File: src/rtl/ap_mult_err_acc.sv
// ap_mult_err_acc: streaming error statistics for an approximate multiplier under test
module ap_mult_err_acc #(
  parameter int DW    = 8,
  parameter int CNT_W = 17,
  parameter int SUM_W = 32
) (
  input  logic              clk,
  input  logic              rst,
  input  logic              start,
  input  logic              in_valid,
  output logic              in_ready,
  input  logic [DW-1:0]     muld,
  input  logic [DW-1:0]     mulr,
  input  logic [2*DW-1:0]   ap_res,
  input  logic              in_last,
  output logic              busy,
  output logic              done,
  output logic [CNT_W-1:0]  sample_cnt,
  output logic [CNT_W-1:0]  err_cnt,
  output logic [SUM_W-1:0]  sum_ed,
  output logic [2*DW-1:0]   max_ed
);
  typedef enum logic [1:0] {IDLE, RUN, DRAIN, DONE} state_t;
  localparam int AW = (SUM_W > 2*DW ? SUM_W : 2*DW) + 1;
  state_t state, state_n;
  logic v1, accept, go;
  logic [2*DW-1:0] exact, ap, ed;
  logic [AW-1:0] sum_full;
  assign in_ready = state == RUN;
  assign busy     = state == RUN || state == DRAIN;
  assign done     = state == DONE;
  assign accept   = in_valid && in_ready;
  assign go       = start && (state == IDLE || state == DONE);
  assign ed       = exact >= ap ? exact - ap : ap - exact;
  // widened so the saturation test sees the true carry even when ed is wider than the sum
  assign sum_full = AW'(sum_ed) + AW'(ed);
  always_comb begin
    state_n = state;
    state_n = go ? RUN :
              (state == RUN && accept && in_last) ? DRAIN :
              state == DRAIN ? DONE : state;
  end
  always_ff @(posedge clk) begin
    if (rst) begin
      state      <= IDLE;
      v1         <= 1'b0;
      exact      <= '0;
      ap         <= '0;
      sample_cnt <= '0;
      err_cnt    <= '0;
      sum_ed     <= '0;
      max_ed     <= '0;
    end else begin
      state <= state_n;
      v1    <= accept && !go;
      if (accept) begin
        exact <= {{DW{1'b0}}, muld} * {{DW{1'b0}}, mulr};
        ap    <= ap_res;
      end
      if (go) begin
        sample_cnt <= '0;
        err_cnt    <= '0;
        sum_ed     <= '0;
        max_ed     <= '0;
      end else if (v1) begin
        sample_cnt <= &sample_cnt ? sample_cnt : sample_cnt + CNT_W'(1);
        err_cnt    <= (ed != '0 && !(&err_cnt)) ? err_cnt + CNT_W'(1) : err_cnt;
        sum_ed     <= sum_full > AW'({SUM_W{1'b1}}) ? {SUM_W{1'b1}} : sum_full[SUM_W-1:0];
        max_ed     <= ed > max_ed ? ed : max_ed;
      end
    end
  end
endmodule
File: config.mk
export PLATFORM = sky130hd
export DESIGN_NAME = ap_mult_err_acc
export DESIGN_NICKNAME = d
export VERILOG_FILES = /design/src/rtl/ap_mult_err_acc.sv
export SDC_FILE = /design/constraint.sdc
export NUM_CORES = 1
export LEC_CHECK = 0
export BUFFER_PORTS_ARGS = -buffer_cell sky130_fd_sc_hd__buf_2
export CORE_MARGIN = 5
export CORE_UTILIZATION = 45
export CTS_CLUSTER_SIZE = 25
export DETAILED_ROUTE_END_ITERATION = 10
export PLACE_DENSITY = 0.62
export SLEW_MARGIN = 20
export SYNTH_ARGS = -nofsm -noshare
export SYNTH_HDL_FRONTEND = slang
export SYNTH_SLANG_ARGS = --single-unit
File: constraint.sdc
create_clock -name clk -period 11.5 [get_ports clk]
set_clock_uncertainty 0.15 [all_clocks]
set_input_delay 1.725 -clock clk [delete_from_list [all_inputs] [get_ports clk]]
set_output_delay 1.725 -clock clk [all_outputs]
set_load 0.1 [all_outputs]
=== After elaboration in Yosys (flattened, before gate mapping) ===
Index checks and enable logic that the tools add are counted.

* Register bits: 117
* Input bits: 37
* Output and inout port bits: 85
* Logic and storage cells: 47

* Add/sub/neg operators: 5
* Multiply operators: 1
* Magnitude comparators: 3
* Eq/ne operators: 3
* Mux-type cells: 5
* Bitwise gates (word level): 1
* Reductions and logical operators: 20

{| class="wikitable"
|+ Operators by type and width
! operator !! number
|-
| $add 17x1->17 const B || 2
|-
| $reduce_and 17->1 || 2
|-
| $add 32x16->33 || 1
|-
| $gt 33x32->1 const B || 1
|-
| $mux 32 || 1
|-
| $sub 16x16->16 || 2
|-
| $ge 16x16->1 || 1
|-
| $gt 16x16->1 || 1
|-
| $mul 8x8->16 || 1
|-
| $mux 16 || 1
|-
| $reduce_bool 16->1 || 1
|-
| $logic_and 1x1->1 || 6
|-
| $reduce_and 2->1 || 3
|-
| $eq 2x2->1 const B || 2
|-
| $mux 2 || 2
|-
| $reduce_bool 3->1 || 1
|-
| $eq 2x1->1 const B || 1
|-
| $logic_not 1->1 || 2
|-
| $logic_not 2->1 || 1
|-
| $logic_or 1x1->1 || 2
|-
| $reduce_bool 2->1 || 1
|-
| $reduce_or 2->1 || 1
|-
| $mux 1 || 1
|-
| $not 1->1 || 1
|}

=== Longest topological paths before layout ===
* Depth after elaboration: 6
* Gate-level depth with buffers: 23
* Mapped depth without buffers: 21

=== Worst setup path before layout ===
Ideal clock, no wire load.

* Path type: input-to-reg
* Start: input port muld[1]
* End: register exact[13]
* Setup time: 70 ps
* Data arrival time: 5658 ps
* Required time: 11280 ps
* Setup slack: 5621 ps
* Stages: 18
* Cell sequence: and2_1 -> fa_1 -> fa_1 -> inv_1 -> fa_1 -> fa_1 -> inv_1 -> ha_1 -> o21ai_0 -> a21boi_0 -> o21ai_0 -> a21boi_0 -> o21ai_0 -> nand2b_1 -> a311oi_1 -> xnor2_1 -> nand2_1 -> a21oi_1

* Word-level cells in the longest chain between the ends: 1

{| class="wikitable"
|+ Ends and longest elaborated chain
! element !! line !! RTL
|-
| from (decl) || 12 || <nowiki>input logic [DW-1:0] muld,</nowiki>
|-
| $mul 8x8->16 || 57 || <nowiki>exact <= {{DW{1'b0}}, muld} * {{DW{1'b0}}, mulr};</nowiki>
|-
| to (signal assigned) || 57 ||
|-
| to (decl) || 27 || <nowiki>logic [2*DW-1:0] exact, ap, ed;</nowiki>
|}

No other way between the ends.
A chain may end at the register's enable or synchronous reset.

=== Final worst setup path ===
* Start: register exact[0]
* End: register sum_ed[23]

* Word-level cells in the longest chain between the ends: 5

{| class="wikitable"
|+ Ends and longest elaborated chain
! element !! line !! RTL
|-
| $sub 16x16->16 or $ge 16x16->1 (tied branches) || 34 || <nowiki>assign ed = exact >= ap ? exact - ap : ap - exact;</nowiki>
|-
| $mux 16 * || 34 ||
|-
| net ed[1] || 27 ||
|-
| $add 32x16->33 * || 36 || <nowiki>assign sum_full = AW'(sum_ed) + AW'(ed);</nowiki>
|-
| $gt 33x32->1 || 68 || <nowiki>sum_ed <= sum_full > AW'({SUM_W{1'b1}}) ? {SUM_W{1'b1}} : sum_full[SUM_W-1:0];</nowiki>
|-
| $mux 32 * || 68 ||
|-
| to (signal assigned) || 68 ||
|-
| to (decl) || 20 || <nowiki>output logic [SUM_W-1:0] sum_ed,</nowiki>
|}

The timed path passes the listed nets; every way through them passes the cells marked *.

==> flow_summary.ini <==
[critical_path]
cp-endpoint = sum_ed[23]
critPathKind = reg2reg
startpoint = exact[0]
crit_fanout = 21
cp-start-kind = flip-flop
worstRegToRegCells = 21
arrival_ps = 6540
timing.rr.end = sum_ed[23]
worstPathRequired_ps = 11620
rr_startpoint = exact[0]
r2r_slack_ps = 5080
crit_path_end_kind = flip-flop

[sta]
rsz0062_at_grt = no
fin_setup_tns_ps = 0
maxSlewHeadroom = 0.410
hold_viol = 0
min_period_ps = 6420
fmaxAchievable_mhz = 156
tightest_slew_ps = 882
finalSetupViolCount = 0
drv_slew = 0
finalCritPeriodShare = 0.558

[power]
internal-power_mw = 1.32
irDropWorstVdd_mv = 0.0895
switching_share = 0.425
p_per_area_nw_per_um2 = 212
pwr-share-comb = 0.549
p_leak_nw = 4.90
power.share.clock = 0.261
seq_power_share = 0.190
p_switching_mw = 0.977

[routing]
routed_via_density = 5.36
routed_wl_mm = 22.6
route.detailed.drc = 0
post_drt_wl_per_cell_um = 14.6
drt-pass1-iter-count = 5
drt_iter0_markers = 451
ant_nets = 0
vias = 8311

[synthesis]
syn_inst = 1169
yosys_warnings = 0
synth_seq_cells = 117
yosysUniqueCellTypes = 72
synth-main-ff-cell = dfxtp_1
synthArstFlopShare = 0
syn_area_per_cell_um2 = 8.03
syn-num-nets = 1352
yosysSeqAreaShare = 0.250
synth_edf_count = 0
syn-cell-area_um2 = 9390

[place]
portBuffers = 121
gp_congestion = 0.910
dpl_cell_area_um2 = 10200
dpl.hpwl_mm = 17.7

[clocking]
ctsHtreeMaxLevel = 4
clock_path_buffers = 2
cts_root_buf = clkbuf_16
cts_hold_buf = 0
post-cts-setup-buffers = 0
clkSlewWorstSetupHoldPaths_ps = 60
cts_resized = 0
numCtsBuffers = 17
cts_tree = yes
insertion_delay_ps = 420
cts.sinks = 117

[floorplanning]
die_x_um = 154
die-area_um2 = 23800
coreArea_um2 = 20400
io_pins = 122
rows = 52
die_h_um = 154
start_util = 0.461

[global_routing]
grt_overflow = 0
antenna_found_initial = 0
grt_pass1_vias = 7949
grt_start_max_net_pins = 46
track_usage = 0.193
grt_pass1_wl_mm = 38.6

[job]
cap_violations = 0

[outcome]
status = completed

[cells_and_area]
drive_above_1_share = 0.140
final_nets = 1450
final_util = 0.533
final_area_um2 = 10800
syn2layout_area_growth_pct = 15.6
diodes = 0

[min_path]
hp-class = reg2reg
holdPathStages = 2
==> cell type report <==
| type | count | area [um^2] |
|---|---|---|
| Tap cell | 270 | 338 |
| Clock inverter | 14 | 223 |
| Timing Repair Buffer | 129 | 669 |
| Multi-Input combinational cell | 889 | 6410 |
| Inverter | 113 | 424 |
| Clock buffer | 18 | 439 |
| Sequential cell | 117 | 2340 |
| Fill cell | 1947 | 9520 |
==> critical path: stages (launching register included) <==
cell and delay [ps]:
dfxtp_1 320, inv_1 60, ha_1 150, inv_1 50, fa_1 450, a211oi_4 340
o211ai_2 150, a211o_1 370, nor2_1 700, mux2_2 490, fa_1 440, a21o_1 190
a21oi_1 250, o21ai_0 150, a31oi_1 190, o21bai_1 110, a31o_2 290, a21bo_2 220
nand2_1 540, nand2_1 270, nor2_1 260, a211oi_1 110
==> power groups by stage <==
stage          clock network, mW  registers, mW  logic, mW
5_1_grt                    0.634          0.439       1.43
3_3_place_gp                   0          0.445       1.26
3_5_place_dp                   0          0.446       1.27
4_1_cts                    0.614          0.437       1.27
2_1_floorplan                  0          0.480      0.975
6_report                   0.601          0.437       1.26
==> cell usage after synthesis, drive strengths merged (17+ instances only) <==
master | instances | area share
a211oi | 22 | 0.019
a21oi | 100 | 0.053
a31oi | 20 | 0.013
and2 | 42 | 0.028
clkbuf | 40 | 0.016
dfxtp | 117 | 0.25
fa | 39 | 0.083
ha | 107 | 0.14
inv | 113 | 0.045
mux2i | 17 | 0.018
nand2 | 159 | 0.064
nand4 | 19 | 0.013
nor2 | 76 | 0.031
o21ai | 58 | 0.031
xnor2 | 22 | 0.021
xor2 | 21 | 0.020
==> logic make-up after synthesis <==
group           share of synthesized area
xor+xnor                           0.0401
fa+ha+maj                           0.226
mux                                0.0217
buf+inv                            0.0681
simple gates                        0.206
flops                               0.250
compound gates                      0.189
==> metrics by stage <==
stage | setup WS (ps) | power (mW) | hold WS (ps) | cells
final | 5080 | 2.30 | 313 | 1550
after global routing | 4650 | 2.50 | 348 | 1550
after CTS | 5100 | 2.32 | 315 | 1549
after detailed placement | 5140 | 1.71 | 305 | 1517
after global placement | 5270 | 1.70 | 295 | 1517
after floorplan | 5620 | 1.46 | 286 | 1169
==> placed cells by master (no fill, tap or decap), types with 10 or more instances in the layout <==
cell,count
a31oi_1,20
inv_1,113
nand4_1,18
ha_1,107
a211oi_1,20
buf_2,121
nand3_1,15
mux2i_1,17
clkbuf_16,17
nor3_1,15
fa_1,39
or4_1,12
or3_1,10
xor2_1,21
xnor2_1,22
o21a_1,14
dfxtp_1,117
a21oi_1,99
o21ai_0,52
a21o_1,14
nor2_1,75
and2_1,41
nand2_1,159
and3_1,13
==> flip-flops by register name (all words and copies together), names as in the netlist <==
signal and cells:
ap 16, err_cnt 17, exact 16, max_ed 16
sample_cnt 17, state 2, sum_ed 32, v1 1
==> how the worst min path moves through the flow <==
stage	startpoint	slack, ps	endpoint
finish	ap[15]	310	ap[15]
detailed placement	ap[15]	310	ap[15]
floorplan	ap[15]	290	ap[15]
global route	exact[0]	350	exact[0]
global placement	ap[15]	300	ap[15]
CTS	ap[15]	310	ap[15]
==> layer usage <==
metal  global-route usage  routed length (um)  share of wire  up-vias
li1                     -                   -              -     4242
met1                0.264               10800           0.48     3878
met2                0.318               10600           0.47      170
met3               0.0296                 971          0.043       21
met4               0.0500                 280          0.012        0
met5                    0                   0              0        -
(Power assumes the default switching activity.)
